==> config.mk <==
export PLATFORM = sky130hd
export DESIGN_NAME = wb_port_arbiter_flat
export DESIGN_NICKNAME = d
export VERILOG_FILES = /design/src/rtl/wb_port_arbiter_pkg.sv /design/src/rtl/wb_port_arbiter_if.sv /design/src/rtl/wb_port_arbiter_rr_pick4.sv /design/src/rtl/wb_port_arbiter.sv /design/src/flat_wrapper.sv
export SDC_FILE = /design/constraint.sdc
export NUM_CORES = 1
export LEC_CHECK = 0
export CORE_MARGIN = 1
export CORE_UTILIZATION = 47
export CTS_CLUSTER_SIZE = 16
export DETAILED_ROUTE_END_ITERATION = 7
export PLACE_DENSITY_LB_ADDON = 0.15
export SETUP_SLACK_MARGIN = 0.3
export SYNTH_ARGS = -nofsm -noshare
export SYNTH_HDL_FRONTEND = slang
export SYNTH_SLANG_ARGS = --single-unit
==> constraint.sdc <==
create_clock -name clk -period 5.8 [get_ports clk]
set_clock_uncertainty 0.1 [all_clocks]
set_input_delay 0.58 -clock clk [delete_from_list [all_inputs] [get_ports clk]]
set_output_delay 0.58 -clock clk [all_outputs]
set_load 0.01 [all_outputs]
==> src/rtl/wb_port_arbiter_pkg.sv <==
// Shared constants and types for the write-back port arbiter:
// data-mux select encodings, source count and FSM state type.
package wb_port_arbiter_pkg;

    localparam int NUM_SRC = 4;

    localparam logic [1:0] SEL_ALU = 2'd0;
    localparam logic [1:0] SEL_MEM = 2'd1;
    localparam logic [1:0] SEL_IMM = 2'd2;
    localparam logic [1:0] SEL_PC  = 2'd3;

    typedef enum logic {
        IDLE  = 1'b0,
        BEAT2 = 1'b1
    } fsm_t;

    function automatic logic [1:0] next_ptr(input logic [1:0] sel);
        return sel + 2'd1;
    endfunction

endpackage

==> src/rtl/wb_port_arbiter_if.sv <==
// Write-back request/grant bundle between the four write-back sources
// (master side) and the register-file port arbiter (slave side).
interface wb_port_arbiter_if #(
    parameter int ADDR_W = 4
);
    import wb_port_arbiter_pkg::*;

    logic [NUM_SRC-1:0]        req;
    logic [NUM_SRC-1:0]        req_burst;
    logic [NUM_SRC*ADDR_W-1:0] req_addr;
    logic [NUM_SRC-1:0]        gnt;
    logic [NUM_SRC-1:0]        stall;
    logic [1:0]                mux_sel;
    logic                      rf_we;
    logic [ADDR_W-1:0]         rf_waddr;
    logic                      busy;
    logic                      burst_abort;

    modport master (
        output req, req_burst, req_addr,
        input  gnt, stall, mux_sel, rf_we, rf_waddr, busy, burst_abort
    );

    modport slave (
        input  req, req_burst, req_addr,
        output gnt, stall, mux_sel, rf_we, rf_waddr, busy, burst_abort
    );

endinterface

==> src/rtl/wb_port_arbiter_rr_pick4.sv <==
// Rotating priority encoder: returns the first asserted request found
// scanning from ptr upward, wrapping modulo 4.
module wb_port_arbiter_rr_pick4 (
    input  logic [3:0] req,
    input  logic [1:0] ptr,
    output logic       valid,
    output logic [1:0] idx
);

    logic [1:0] pos;

    always_comb begin
        valid = 1'b0;
        idx   = ptr;
        pos   = ptr;
        for (int k = 0; k < 4; k++) begin
            pos = ptr + 2'(k);
            if (!valid && req[pos]) begin
                valid = 1'b1;
                idx   = pos;
            end
        end
    end

endmodule

==> src/rtl/wb_port_arbiter.sv <==
// Round-robin arbiter for the single register-file write port, with a
// two-beat burst mode that writes Rd then Rd+1 back to back.
module wb_port_arbiter
    import wb_port_arbiter_pkg::*;
#(
    parameter int ADDR_W = 4
) (
    input  logic               clk,
    input  logic               rst,
    wb_port_arbiter_if.slave   bus
);

    fsm_t               fsm, fsm_next;
    logic [1:0]         rr_ptr, rr_next;
    logic [1:0]         owner, owner_next;
    logic [ADDR_W-1:0]  base_addr, base_next;
    logic [1:0]         last_sel;
    logic               burst_abort, abort_next;

    logic               pick_valid;
    logic [1:0]         pick_idx;
    logic [ADDR_W-1:0]  src_addr [NUM_SRC];

    logic [NUM_SRC-1:0] gnt;
    logic [1:0]         mux_sel;
    logic               rf_we;
    logic [ADDR_W-1:0]  rf_waddr;

    for (genvar i = 0; i < NUM_SRC; i++) begin : g_addr
        assign src_addr[i] = bus.req_addr[i*ADDR_W +: ADDR_W];
    end

    wb_port_arbiter_rr_pick4 u_pick (
        .req   (bus.req),
        .ptr   (rr_ptr),
        .valid (pick_valid),
        .idx   (pick_idx)
    );

    always_ff @(posedge clk) begin
        if (rst) begin
            fsm         <= IDLE;
            rr_ptr      <= 2'd0;
            owner       <= 2'd0;
            base_addr   <= '0;
            last_sel    <= SEL_ALU;
            burst_abort <= 1'b0;
        end else begin
            fsm         <= fsm_next;
            rr_ptr      <= rr_next;
            owner       <= owner_next;
            base_addr   <= base_next;
            burst_abort <= abort_next;
            if (rf_we) begin
                last_sel <= mux_sel;
            end
        end
    end

    // Grants are combinational so a winning source writes in the same cycle it asks.
    always_comb begin
        fsm_next   = fsm;
        rr_next    = rr_ptr;
        owner_next = owner;
        base_next  = base_addr;
        abort_next = 1'b0;
        gnt        = '0;
        rf_we      = 1'b0;
        rf_waddr   = '0;
        mux_sel    = last_sel;

        case (fsm)
            IDLE: begin
                if (pick_valid) begin
                    gnt[pick_idx] = 1'b1;
                    rf_we         = 1'b1;
                    mux_sel       = pick_idx;
                    rf_waddr      = src_addr[pick_idx];
                    if (bus.req_burst[pick_idx]) begin
                        fsm_next   = BEAT2;
                        owner_next = pick_idx;
                        base_next  = src_addr[pick_idx];
                    end else begin
                        rr_next = next_ptr(pick_idx);
                    end
                end
            end
            BEAT2: begin
                fsm_next = IDLE;
                rr_next  = next_ptr(owner);
                if (bus.req[owner]) begin
                    gnt[owner] = 1'b1;
                    rf_we      = 1'b1;
                    mux_sel    = owner;
                    rf_waddr   = base_addr + ADDR_W'(1);
                end else begin
                    abort_next = 1'b1;
                end
            end
            default: fsm_next = IDLE;
        endcase

        if (rst) begin
            gnt      = '0;
            rf_we    = 1'b0;
            rf_waddr = '0;
            mux_sel  = SEL_ALU;
        end
    end

    assign bus.gnt         = gnt;
    assign bus.stall       = rst ? '0 : (bus.req & ~gnt);
    assign bus.mux_sel     = mux_sel;
    assign bus.rf_we       = rf_we;
    assign bus.rf_waddr    = rf_waddr;
    assign bus.busy        = (fsm == BEAT2) && !rst;
    assign bus.burst_abort = burst_abort;

endmodule
==> src/flat_wrapper.sv <==
// flat-port wrapper written by rule: the top's interface ports become plain ports
module wb_port_arbiter_flat import wb_port_arbiter_pkg::*;
#(
    parameter int ADDR_W = 4
)
  (clk, rst, bus_req, bus_req_burst, bus_req_addr, bus_gnt, bus_stall, bus_mux_sel, bus_rf_we, bus_rf_waddr, bus_busy, bus_burst_abort);
  wb_port_arbiter_if #(.ADDR_W(ADDR_W)) bus_i ();
  input  logic clk;
  input  logic rst;
  input wire logic [$bits(bus_i.req)-1:0] bus_req;
  input wire logic [$bits(bus_i.req_burst)-1:0] bus_req_burst;
  input wire logic [$bits(bus_i.req_addr)-1:0] bus_req_addr;
  output wire logic [$bits(bus_i.gnt)-1:0] bus_gnt;
  output wire logic [$bits(bus_i.stall)-1:0] bus_stall;
  output wire logic [$bits(bus_i.mux_sel)-1:0] bus_mux_sel;
  output wire logic [$bits(bus_i.rf_we)-1:0] bus_rf_we;
  output wire logic [$bits(bus_i.rf_waddr)-1:0] bus_rf_waddr;
  output wire logic [$bits(bus_i.busy)-1:0] bus_busy;
  output wire logic [$bits(bus_i.burst_abort)-1:0] bus_burst_abort;
  assign bus_i.req = bus_req;
  assign bus_i.req_burst = bus_req_burst;
  assign bus_i.req_addr = bus_req_addr;
  assign bus_gnt = bus_i.gnt;
  assign bus_stall = bus_i.stall;
  assign bus_mux_sel = bus_i.mux_sel;
  assign bus_rf_we = bus_i.rf_we;
  assign bus_rf_waddr = bus_i.rf_waddr;
  assign bus_busy = bus_i.busy;
  assign bus_burst_abort = bus_i.burst_abort;
  wb_port_arbiter #(.ADDR_W(ADDR_W)) u_core (.clk(clk), .rst(rst), .bus(bus_i));
endmodule
* Word level (Yosys, flattened, before mapping)
Index checks and enable logic that the tools add are counted.
Cells by class: bitwise operators 4, order comparisons 9, reductions and logical operators 13, multiplexer cells 50, equality and inequality tests 2, $add $sub $neg 6
Operator list (number):
- $mux 4 | 9
- $lt 2x3->1 const B | 6
- $mux 1 | 18
- $mux 2 | 8
- $pmux 4 s2 | 2
- $bmux 1 s2 | 6
- $bmux 4 s2 | 1
- $pmux 2 s2 | 2
- $add 2x1->2 const B | 3
- $logic_and 1x1->1 | 6
- $add 2x2->2 const B | 2
- $add 4x1->4 const B | 1
- $and 4x4->4 | 1
- $demux 1 s2 | 2
- $ge 2x1->1 const B | 2
- $logic_not 1->1 | 4
- $not 4->4 | 1
- $pmux 1 s2 | 2
- $ge 3x3->1 const B | 1
- $not 2->3 | 1
- $reduce_and 3->1 | 1
- $ne 2x1->1 const B | 1
- $ne 2x2->1 const B | 1
- $reduce_and 2->1 | 1
- 2 further kinds | 2
Word-level totals: bits of input ports 26, register bits after elaboration 12, output and inout port bits 17

* Depth between registers and ports, before layout
Gate-level depths: netlist of the first run.
depth after elaboration 22, gate-level depth with buffers 7

* Hierarchy
From an unflattened synthesis of the first run, not the netlist that was laid out.
Unflattened totals: cell total of the unflattened synthesis 125, area total of the unflattened synthesis 1094.8 µm²
Modules (own cells, without submodules):
- wb_port_arbiter | cells an instance 109, times used 1, area an instance 998.5 µm²
- wb_port_arbiter_rr_pick4 | cells an instance 16, times used 1, area an instance 96.3 µm²

* Least setup slack after synthesis of the first run
Ideal clock, no wire load.
path kind input -> output, from in bus_req[3], to out bus_rf_waddr[1], buffers on the path 1, setup slack 3105 ps, required time 5120 ps, stages 6, arrival time 2015 ps, path through buf_6 -> and3b_1 -> or4_4 -> nand2_4 -> mux4_2 -> a32o_1
Between the ends: word-level cells in the longest chain between the ends 19, elaborated cells between the ends (all ways) 31, classes of those cells mux: 24; bitwise: 1; reduce/logical: 6
RTL lines:
- start, declared | RTL line flat_wrapper.sv:10 | input wire logic [$bits(bus_i.req)-1:0] bus_req;
- $bmux 1 s2 | RTL line wb_port_arbiter_rr_pick4.sv:18 | if (!valid && req[pos]) begin
- $mux 1 (not written as such) | RTL line wb_port_arbiter_rr_pick4.sv:18
- $mux 1 | RTL line wb_port_arbiter_rr_pick4.sv:18
- $logic_not 1->1 | RTL line wb_port_arbiter_rr_pick4.sv:18
- $logic_and 1x1->1 | RTL line wb_port_arbiter_rr_pick4.sv:18
- $mux 1 | RTL line wb_port_arbiter_rr_pick4.sv:18
- $logic_not 1->1 | RTL line wb_port_arbiter_rr_pick4.sv:18
- $logic_and 1x1->1 | RTL line wb_port_arbiter_rr_pick4.sv:18
- [2 not listed]
- $logic_and 1x1->1 | RTL line wb_port_arbiter_rr_pick4.sv:18
- $mux 2 | RTL line wb_port_arbiter_rr_pick4.sv:18
- $not 2->3 (not written as such) | RTL line wb_port_arbiter.sv:78 | rf_waddr = src_addr[pick_idx];
- $bmux 4 s2 | RTL line wb_port_arbiter.sv:78
- $mux 4 (not written as such) (2 in a row) | RTL line wb_port_arbiter.sv:78
- $mux 4 | RTL line wb_port_arbiter.sv:74 | if (pick_valid) begin
- $pmux 4 s2 * | RTL line wb_port_arbiter.sv:72 | case (fsm)
- $mux 4 * | RTL line wb_port_arbiter.sv:103 | if (rst) begin
- end, declared | RTL line flat_wrapper.sv:17 | output wire logic [$bits(bus_i.rf_waddr)-1:0] bus_rf_waddr;
Mark *: on every way between the ends. The rest lies on a longest branch, timed or not. The select of a mux whose other input is x is not followed.

* Final worst setup path of the first run
from in bus_req[3], to out bus_stall[2]
Between the ends: word-level cells in the longest chain between the ends 22, elaborated cells between the ends (all ways) 35, classes of those cells order compare: 2; mux: 24; bitwise: 2; reduce/logical: 7
RTL lines:
- $bmux 1 s2 | RTL line wb_port_arbiter_rr_pick4.sv:18
- $mux 1 (not written as such) | RTL line wb_port_arbiter_rr_pick4.sv:18
- $mux 1 | RTL line wb_port_arbiter_rr_pick4.sv:18
- $logic_not 1->1 | RTL line wb_port_arbiter_rr_pick4.sv:18
- $logic_and 1x1->1 | RTL line wb_port_arbiter_rr_pick4.sv:18
- $mux 1 | RTL line wb_port_arbiter_rr_pick4.sv:18
- $logic_not 1->1 | RTL line wb_port_arbiter_rr_pick4.sv:18
- $logic_and 1x1->1 | RTL line wb_port_arbiter_rr_pick4.sv:18
- [6 not listed]
- $mux 1 (not written as such) | RTL line wb_port_arbiter.sv:75 | gnt[pick_idx] = 1'b1;
- $demux 1 s2
- $mux 4 | RTL line wb_port_arbiter.sv:74
- $pmux 4 s2 * | RTL line wb_port_arbiter.sv:72
- $mux 4 * | RTL line wb_port_arbiter.sv:103
- $not 4->4 * | RTL line wb_port_arbiter.sv:112 | assign bus.stall = rst ? '0 : (bus.req & ~gnt);
- $and 4x4->4 * | RTL line wb_port_arbiter.sv:112
- $mux 4 * | RTL line wb_port_arbiter.sv:112
- end, declared | RTL line flat_wrapper.sv:14 | output wire logic [$bits(bus_i.stall)-1:0] bus_stall;
Marked as above.

==> results of run 1 <==
-- worst register-to-register path: stages (launching register included) --
cell	delay (ns)
dfxtp_1	0.52
a21boi_1	0.16
o21ba_1	0.24
o31ai_1	0.47
a211oi_1	0.23
o21ai_0	0.25
a21oi_1	0.09
-- cell type report --
type / count / area share
clock buffer: 4 / 0.0231
sequential: 12 / 0.153
multi-input combinational: 115 / 0.526
tap: 28 / 0.0223
timing repair buffer: 42 / 0.268
inverter: 3 / 0.00718
-- kinds of logic after synthesis --
kind of cell | Yosys count | synth area share
AND/OR/NAND/NOR | 54 | 0.283
adder cells (fa/ha/maj) | 1 | 0.0112
buffers and inverters | 10 | 0.0427
flip-flops | 12 | 0.216
XOR/XNOR | 3 | 0.0236
AO/OA/AOI/OAI | 48 | 0.297
multiplexers | 9 | 0.126
-- layout by cell type, fill, tap and decap left out, types with 4 or more instances in the layout --
cell type | synthesis | final
a21oi_1 | 10 | 10
clkdlybuf4s50_1 | 0 | 42
dfxtp_1 | 12 | 12
mux2i_1 | 5 | 5
mux4_2 | 4 | 4
nand2_1 | 12 | 12
nand3_1 | 10 | 10
nor2_1 | 5 | 5
nor2b_1 | 4 | 4
o21ai_0 | 8 | 8
o21ai_1 | 4 | 4
o31ai_1 | 5 | 5
-- per-layer routing --
layer  global-route usage  vias to the layer above  routed length (um)
met2                0.418                       72                1550
met1                0.339                      594                1420
met5                    0                        -                   0
met3               0.0364                        7                 204
li1                     -                      607                   -
met4                0.102                        0                  43
-- final timing paths --
| check | startpoint | end | slack, ns | cells after the start |
|---|---|---|---|---|
| min reg2reg | u_core.last_sel[0] | u_core.last_sel[0] | 0.40 | 2 |
| max | bus_req[3] | bus_stall[2] | 1.94 | 7 |
| min | u_core.last_sel[0] | u_core.last_sel[0] | 0.40 | 2 |
| max reg2reg | u_core.rr_ptr[1] | u_core.base_addr[2] | 3.60 | 6 |
-- registers in the layout, summed over array words and instances (netlist names) --
register / count
u_core.bus.burst_abort: 1
u_core.owner: 2
u_core.rr_ptr: 2
u_core.fsm: 1
u_core.last_sel: 2
u_core.base_addr: 4
-- through the flow --
step | cell area, um2 | total power (uW)
6_report | 1570 | 534
5_1_grt | 1570 | 564
4_1_cts | 1570 | 527
3_5_place_dp | 1530 | 458
3_3_place_gp | 1530 | 450
2_1_floorplan | 1110 | 348
-- power groups by stage --
stage	sequential (uW)	clock, uW	combinational (uW)
detailed placement	147	0	311
global placement	146	0	304
finish	148	70.9	315
CTS	146	69.0	313
global route	150	74.6	340
floorplan	124	0	224
==> results.md, run 1 <==
* CTS max path bufs at 2
* Placed cell count at 200
* CTS tree: built
* Largest vdd supply drop at 0.000184 V
* Area grow syn2layout at 40.9%
* Setup violators final at 0
* Worst skew pair latency at 0.28 ns
* Comb pwr share at 0.590
* Internal at 303 uW
* CP max stage cell: clkdlybuf4s50_1
* Antenna Nets Post-Route at 0
* Crit path DAT at 3.18 ns
* WP data required at 5.12 ns
* Initial DRT Pass Iterations at 4
* Fin util at 0.709
* Syn_area_per_cell at 8.12 um2
* Crit path max fanout at 11
* Worst relative slew slack at 0.561
* Die Height at 50.7 um
* Post-layout nets at 204
* Initial antenna violation count at 0
* Crit path buf inv count at 2
* Min Clock Period, post-route at 3.86 ns
* Row count at 17
* Post-CTS setup buffer count at 0
* Gr usage total at 0.257
* Vias in the first global route at 1121
* Routed WL at 3220 um
* Chip width at 50.7 um
* Static Leak at 0.000551 uW
* Final Cycle Share at 0.666
* Via Count at 1280
* Total grt overflow at 0
* Synth Flop Type: dfxtp_1
* Io pins at 43
* # fillers at 190
* Synth unique cells at 49
* Share of cells above drive strength 1 at 0.102
* Top post-synthesis cells by area: dfxtp_1 22%, mux4_2 8.1%, a21oi_1 4.5%, mux2i_1 4.5%, nand3_1 4.5%
* Hold Path Class: reg2reg
* Cell Area, Synth at 1110 um2
* Register Area at 240 um2
* TNS Setup at 0 ns
* Top cells by count, synth: 12 x dfxtp_1, 12 x nand2_1, 10 x a21oi_1, 10 x nand3_1, 8 x o21ai_0
* Multi-input combinational cell area at 825 um2
* Most frequent CP cell: clkdlybuf4s50_1
* Synth Register Bits at 12
* Largest net degree at the start of global routing at 18
* Slew Viols, Final at 0
* Clk slew on worst S/H paths at 0.08 ns
* Critical Path End Type: primary output
* Hold slack at 0.398 ns
* CP Class: in2out
* Starting Density at 0.503
* Slowest stage delay, CP at 0.67 ns
* Post-synth top area share at 0.216
* Port Buf Inserts at 42
* Pre-CTS setup slack at 1.96 ns
* P per Cell Area at 340 nW/um2
* DRC at 0
* # diodes at 0
* Post-Syn Instances at 137
* Synth area leader: dfxtp_1
* Critical path, cell by cell: clkdlybuf4s50_1 -> and2b_4 -> o21ba_1 -> nor3_1 -> o22ai_1 -> nor3b_1 -> clkdlybuf4s50_1
* Vias per inst at 6.27
* Finished Layout Cells at 204
* First-pass GRT wire length at 5060 um
* YS warnings at 0
* Hold Buf Count CTS at 0
* Final worst slack at 1.94 ns
* RSZ-0062 raised after global routing: no
* # resized after CTS at 0
* Net Sw Power at 231 uW
* Fmax at 259 MHz
* Reg power frac at 0.277
* Routability congestion estimate at 0.883
* Clk network pwr share at 0.133
* CORE AREA at 2210 um2
* Final hold violation count at 0
* Slew @ Worst Pin at 0.653 ns
* Wire length per cell at 15.8 um
* Detail Placement HPWL at 2490 um
* Switch share at 0.433
* Total CTS buffers at 3
* CP startpoint kind: primary input
* Full die area at 2570 um2
* Number of DRC markers in iteration 0 at 52
* Sequential element share of the synthesized area at 0.216
* H-tree depth at 1
* Synth Net Count at 164
* Post-synth ARST share at 0
* Number of enable flip-flop cells after synthesis at 0
* Family with the most delay on the worst path: buffers and inverters
* Outcome: completed
* Clock sinks at 12
* Max-cap viol count at 0
* Root buffer cell: clkbuf_4
Note: power is estimated with default switching activity, not from simulation.
==> inputs of run 2 (changes only) <==
CORE_UTILIZATION = 44   (was 47)
clock period = 3.99 ns   (was 5.8 ns; I/O delays follow)
==> run 2 against run 1 <==
  * Final area up 0.96%
  * Via count shrank 2.0%
  * Worst hold slack lost 0.022 ns
  * Non-clock buffer count increased by 2
  * Sequential power up 44%
  * Largest cell class unchanged
  * Highest routed layer unchanged
  * Combinational power up 45%
  * Final cell count up 0.98%
  * Clock power rose by 48%
  * Critical path depth is the same
  * Global-route usage rose by 0.71 points
==> results.md, run 2 (synthesis gave the netlist of run 1 again) <==
* Outcome: completed (unchanged)
* Slowest stage delay, CP at 0.65 ns (was 0.67 ns)
* First-pass GRT wire length at 5330 um (was 5060 um)
* Vias in the first global route at 1155 (was 1121)
* Family with the most delay on the worst path: buffers and inverters (unchanged)
* CTS max path bufs at 2 (unchanged)
* Fmax at 284 MHz
* Vias per inst at 6.09 (was 6.27)
* # fillers at 198 (was 190)
* Final Cycle Share at 0.883
* Chip width at 52.3 um (was 50.7 um)
* P per Cell Area at 490 nW/um2 (was 340 nW/um2)
* Pre-CTS setup slack at 0.501 ns (was 1.96 ns)
* Register Area at 240 um2 (unchanged)
* Hold Path Class: reg2reg (unchanged)
* Detail Placement HPWL at 2530 um (was 2490 um)
* Largest register by flop count: u_core.base_addr (unchanged)
* Largest vdd supply drop at 0.000262 V (was 0.000184 V)
* Initial DRT Pass Iterations at 4 (unchanged)
* Most frequent cells in the layout: 42 x clkdlybuf4s50_1, 12 x nand2_1, 12 x dfxtp_1 (unchanged)
* CP max stage cell: clkdlybuf4s50_1 (unchanged)
* Post-layout nets at 206 (was 204)
* Area grow syn2layout at 42.3% (was 40.9%)
* Antenna Nets Post-Route at 0 (unchanged)
* Final hold violation count at 0 (unchanged)
* Slew @ Worst Pin at 0.552 ns (was 0.653 ns)
* Io pins at 43 (unchanged)
* CORE AREA at 2300 um2 (was 2210 um2)
* Via Count at 1255 (was 1280)
* Commonest non-fill, non-tap cell in the layout: clkdlybuf4s50_1 (unchanged)
* # diodes at 0 (unchanged)
* Total grt overflow at 0 (unchanged)
* Port Buf Inserts at 42 (unchanged)
* Initial antenna violation count at 0 (unchanged)
* CTS tree: built (unchanged)
* TNS Setup at 0 ns (unchanged)
* Clock sinks at 12 (unchanged)
* Total CTS buffers at 3 (unchanged)
* Row count at 17 (unchanged)
* Critical path, cell by cell: clkdlybuf4s50_1 -> and2b_4 -> o21ba_1 -> nor3_1 -> o22ai_1 -> nor3b_1 -> clkdlybuf4s50_1 (unchanged)
* Setup violators final at 0 (unchanged)
* Post-CTS setup buffer count at 0 (unchanged)
* # resized after CTS at 0 (unchanged)
* Static Leak at 0.000560 uW (was 0.000551 uW)
* Number of DRC markers in iteration 0 at 47 (was 52)
* WP data required at 3.49 ns (was 5.12 ns)
* Max FFs per register at 4 (unchanged)
* Crit path buf inv count at 2 (unchanged)
* Most frequent CP cell: clkdlybuf4s50_1 (unchanged)
* Worst skew pair latency at 0.29 ns (was 0.28 ns)
* Multi-input combinational cell area at 825 um2 (unchanged)
* CP startpoint kind: primary input (unchanged)
* Max-cap viol count at 0 (unchanged)
* Hold slack at 0.376 ns (was 0.398 ns)
* Largest net degree at the start of global routing at 13 (was 18)
* Routability congestion estimate at 0.877 (was 0.883)
* Placed cell count at 202 (was 200)
* Min Clock Period, post-route at 3.52 ns
* Wire length per cell at 15.5 um (was 15.8 um)
* DRC at 0 (unchanged)
* Starting Density at 0.484 (was 0.503)
* Routed WL at 3200 um (was 3220 um)
* Root buffer cell: clkbuf_4 (unchanged)
* Gr usage total at 0.264 (was 0.257)
* Worst relative slew slack at 0.630 (was 0.561)
* Die Height at 52.3 um (was 50.7 um)
* Finished Layout Cells at 206 (was 204)
* Share of cells above drive strength 1 at 0.112 (was 0.102)
* H-tree depth at 1 (unchanged)
* Final worst slack at 0.466 ns (was 1.94 ns)
* Full die area at 2730 um2 (was 2570 um2)
* Hold Buf Count CTS at 0 (unchanged)
* Crit path DAT at 3.03 ns (was 3.18 ns)
* Clk slew on worst S/H paths at 0.09 ns (was 0.08 ns)
* RSZ-0062 raised after global routing: no (unchanged)
* Critical Path End Type: primary output (unchanged)
* Slew Viols, Final at 0 (unchanged)
* Crit path max fanout at 11 (unchanged)
* CP Class: in2out (unchanged)
-- run 2: cell types whose count changed in the layout (fill, tap and decap cells not counted) --
cell | before | now
buf_4 | 0 | 2
-- run 2: per-layer routing --
layer | GRT usage | vias up | routed length, um
met3 | 0.0348 | 6 | 191
met5 | 0 | - | 0
li1 | - | 614 | -
met2 | 0.422 | 59 | 1580
met4 | 0.114 | 0 | 48
met1 | 0.351 | 576 | 1370
-- run 2: final cells by class --
class | count | share of cell area
well taps | 28 | 0.0221
multi-input cells | 115 | 0.521
inverters | 3 | 0.00711
clock buffers | 4 | 0.0229
flip-flops and latches | 12 | 0.152
repair buffers | 44 | 0.275
-- run 2: worst paths after layout --
kind | startpoint | to | slack [ns] | cells after the start
worst min-delay path | u_core.last_sel[1] | u_core.last_sel[1] | 0.38 | 2
worst min register to register | u_core.last_sel[1] | u_core.last_sel[1] | 0.38 | 2
worst max register to register | u_core.rr_ptr[1] | u_core.rr_ptr[1] | 1.87 | 6
worst max-delay path | bus_req[3] | bus_stall[2] | 0.47 | 7
-- run 2: where the power goes --
part           internal [uW]  switching (uW)  total (uW)
clock                   55.7            49.0         105
combinational            229             229         458
sequential               159            53.9         213
-- run 2: per-stage QoR --
stage / power (uW) / util / area [um2]
6_report: 776 / 0.689 / 1580
5_1_grt: 837 / 0.689 / 1580
4_1_cts: 768 / 0.689 / 1580
3_5_place_dp: 668 / 0.673 / 1550
3_3_place_gp: 656 / 0.673 / 1550
2_1_floorplan: 506 / - / 1110
-- run 2: worst min-delay path, cell delays in order (launching register included) --
cell     delay, ns
dfxtp_1       0.32
nand2_1       0.06
nand3_1       0.07
==> inputs of run 3 (changes only) <==
ABC_AREA = 1   (was unset)
CORE_UTILIZATION = 47   (was 44)
==> run 3 against run 2 <==
  * The flow now finishes with violations (DRC)
  * Combinational power grew to 3.3 times the previous value
  * Critical path type unchanged
  * Via count up 36%
  * Final area grew 20%
  * Clock power fell by 4%
  * Die area increased by 20%
  * Register-to-register slack worse by 0.18 ns
  * Fmax increased by 0.96%
  * Global-route usage is 1.8 points lower
==> results.md, run 3 <==
* CP max stage cell: clkdlybuf4s50_1 (unchanged)
* Total grt overflow at 0 (unchanged)
* Slowest stage delay, CP at 0.56 ns (was 0.65 ns)
* Initial DRT Pass Iterations at 7 (was 4)
* Row count at 19 (was 17)
* Slew @ Worst Pin at 0.496 ns (was 0.552 ns)
* Pre-CTS setup slack at 0.523 ns (was 0.501 ns)
* Multi-input combinational cell area at 1040 um2 (was 825 um2)
* Vias in the first global route at 1503 (was 1155)
* Largest vdd supply drop at 0.000484 V (was 0.000262 V)
* Max-cap viol count at 0 (unchanged)
* Routed WL at 3820 um (was 3200 um)
* Fin util at 0.672 (was 0.689)
* Syn_area_per_cell at 5.73 um2 (was 8.12 um2)
* Crit path buf inv count at 4 (was 2)
* Max FFs per register at 4 (unchanged)
* Area grow syn2layout at 32.8% (was 42.3%)
* R2R Setup Slk at 1.69 ns (was 1.87 ns)
* YS warnings at 0 (unchanged)
* Number of enable flip-flop cells after synthesis at 0 (unchanged)
* Clk slew on worst S/H paths at 0.08 ns (was 0.09 ns)
* Clock sinks at 12 (unchanged)
* Most frequent cell after synthesis: nand2_1
* Worst skew pair latency at 0.28 ns (was 0.29 ns)
* Largest register by flop count: u_core.base_addr (unchanged)
* Most frequent CP cell: nand2_1 (was clkdlybuf4s50_1)
* Starting Density at 0.506 (was 0.484)
* Routability congestion estimate at 0.833 (was 0.877)
* Worst relative slew slack at 0.668 (was 0.630)
* Finished Layout Cells at 324 (was 206)
* Critical path, cell by cell: clkdlybuf4s50_1 -> inv_1 -> nand2_1 -> nand2_1 -> o21ai_4 -> nand3_4 -> nand2_4 -> nand2_4 -> inv_4 -> nand2_1 -> nand2_1 -> nand2_1 -> o21ai_1 -> nand2_1 -> o21ai_0 -> clkdlybuf4s50_1 (was clkdlybuf4s50_1 -> and2b_4 -> o21ba_1 -> nor3_1 -> o22ai_1 -> nor3b_1 -> clkdlybuf4s50_1)
* Synth Register Bits at 12 (unchanged)
* Via Count at 1704 (was 1255)
* Setup violators final at 0 (unchanged)
* Share of cells above drive strength 1 at 0.119 (was 0.112)
* Outcome: finished, violations left (was completed)
* # fillers at 267 (was 198)
* Post-Synth Simple-Gate Area at 0.611 (was 0.283)
* Placed cell count at 320 (was 202)
* Largest net degree at the start of global routing at 18 (was 13)
* Antenna Nets Post-Route at 0 (unchanged)
* Synth area leader: nand2_1 (was dfxtp_1)
* Final Cycle Share at 0.875 (was 0.883)
* Top cells by count, synth: 98 x nand2_1, 36 x nand3_1, 23 x inv_1, 15 x nor2_1 (was 12 x dfxtp_1, 12 x nand2_1, 10 x a21oi_1, 10 x nand3_1, 8 x o21ai_0)
* DRC at 3 (was 0)
* Full die area at 3270 um2 (was 2730 um2)
* Vias per inst at 5.26 (was 6.09)
* Commonest non-fill, non-tap cell in the layout: nand2_1 (was clkdlybuf4s50_1)
* TNS Setup at 0 ns (unchanged)
* Failing checks: DRC
* Top post-synthesis cells by area: nand2_1 26%, dfxtp_1 17%, nand3_1 13%, inv_1 6.0%, nand2_4 5.5% (was dfxtp_1 22%, mux4_2 8.1%, a21oi_1 4.5%, mux2i_1 4.5%, nand3_1 4.5%)
* Final worst slack at 0.499 ns (was 0.466 ns)
* CP startpoint kind: primary input (unchanged)
* Post-synth ARST share at 0 (unchanged)
* Min Clock Period, post-route at 3.49 ns (was 3.52 ns)
* Synth Flop Type: dfxtp_1 (unchanged)
* Post-Syn Instances at 250 (was 137)
* Die Height at 57.2 um (was 52.3 um)
* Post-synthesis mux area share at 0 (was 0.126)
* # diodes at 0 (unchanged)
* Crit path max fanout at 17 (was 11)
* Final hold violation count at 0 (unchanged)
* Crit path DAT at 2.99 ns (was 3.03 ns)
* Family with the most delay on the worst path: buffers and inverters (unchanged)
* Largest family of logic cells by synthesized area: simple AND/OR/NAND/NOR gates (was compound AO/OA/AOI/OAI gates)
* Initial antenna violation count at 0 (unchanged)
* XOR/XNOR Fraction of Synth Area at 0.0122 (was 0.0236)
* Sequential element share of the synthesized area at 0.168 (was 0.216)
* Total CTS buffers at 3 (unchanged)
* Io pins at 43 (unchanged)
* Fmax at 286 MHz (was 284 MHz)
* P per Cell Area at 952 nW/um2 (was 490 nW/um2)
* Post-synth top area share at 0.257 (was 0.216)
* Gr usage total at 0.247 (was 0.264)
* Synth unique cells at 29 (was 49)
* Synth Net Count at 277 (was 164)
* WP data required at 3.49 ns (about the same)
* Post-layout nets at 321 (was 206)
* RSZ-0062 raised after global routing: no (unchanged)
* Most frequent cells in the layout: 98 x nand2_1, 42 x clkdlybuf4s50_1, 36 x nand3_1 (was 42 x clkdlybuf4s50_1, 12 x nand2_1, 12 x dfxtp_1)
* Chip width at 57.2 um (was 52.3 um)
* Register Area at 241 um2 (was 240 um2)
* Wire length per cell at 11.8 um (was 15.5 um)
* CTS tree: built (unchanged)
* Compound-Gate Fraction of Synth Area at 0.0934 (was 0.297)
* Number of DRC markers in iteration 0 at 87 (was 47)
* CP Class: in2out (unchanged)
* Final instance area at 1900 um2 (was 1580 um2)
* CTS max path bufs at 2 (unchanged)
* Area of placed instances at 1860 um2 (was 1550 um2)
* Root buffer cell: clkbuf_4 (unchanged)
* Slew Viols, Final at 0 (unchanged)
* H-tree depth at 1 (unchanged)
* Detail Placement HPWL at 2960 um (was 2530 um)
* Cell Area, Synth at 1430 um2 (was 1110 um2)
* Critical Path End Type: primary output (unchanged)
* Hold Path Class: reg2reg (unchanged)
* Post-synthesis adder-cell area fraction at 0.00873 (was 0.0112)
* Port Buf Inserts at 42 (unchanged)
* First-pass GRT wire length at 6440 um (was 5330 um)
* Static Leak at 0.000934 uW (was 0.000560 uW)
* CORE AREA at 2830 um2 (was 2300 um2)
==> run 3: cell types whose count changed in the layout (fill, tap and decap cells not counted), moves of 4 or more <==
cell,change
mux2i_1,-5
nor2_1,+10
nand2_1,+86
nand3_1,+26
o31ai_1,-5
a21oi_1,-5
nor2b_1,-4
nand2_4,+6
mux4_2,-4
inv_1,+20
nand2_2,+12
==> run 3: area by class of cell <==
class / count / share of cell area
Inverter: 28 / 0.0579
Tap cell: 31 / 0.0204
Timing Repair Buffer: 44 / 0.229
Sequential cell: 12 / 0.127
Clock buffer: 4 / 0.0191
Multi-Input combinational cell: 205 / 0.547
==> run 3: per-layer routing <==
layer  share of wire  routed length, um  track usage  vias up
li1                -                  -            -      895
met1            0.48               1830        0.322      742
met2            0.45               1720        0.407       54
met3           0.050                190       0.0454       13
met4           0.024                 90       0.0906        0
met5               0                  0            0        -
==> run 3: path summary, 6_finish.rpt <==
check	from	endpoint	cells past startpoint
max reg2reg	u_core.rr_ptr[0]	u_core.base_addr[2]	14
min reg2reg	u_core.last_sel[0]	u_core.last_sel[0]	2
min	u_core.last_sel[0]	u_core.last_sel[0]	2
max	bus_req[2]	bus_rf_waddr[2]	16
==> run 3: repair_timing <==
item | 4_1_cts | 5_1_grt
hold buffers | 0 | 0
endpoints found under the setup margin | 0 | 3
setup buffers | 0 | 0
gates resized for setup | 0 | 2
==> run 3: per-stage QoR <==
step	hold WS, ns	total power, uW
floorplan	0.351	1320
global placement	0.374	1660
detailed placement	0.387	1680
CTS	0.406	1790
global route	0.453	1990
finish	0.409	1810
==> run 3: kinds of logic (layout without fill, tap and decap cells) <==
logic type               after synthesis  count (layout)
flip-flops                            12              12
XOR/XNOR                               2               2
adder cells (fa/ha/maj)                1               1
AND/OR/NAND/NOR                      181             181
AO/OA/AOI/OAI                         21              21
buffers and inverters                 33              76
==> run 3: tightest hold or removal path: stages, from the launching register on <==
cell and delay [ns]:
dfxtp_1 0.34, nand2_1 0.07, nand4_1 0.07
==> run 3: report_power, final <==
| group | switching, uW | internal, uW |
|---|---|---|
| logic | 938 | 553 |
| registers | 52.0 | 166 |
| clock network | 45.6 | 55.6 |
| total | 1040 | 775 |
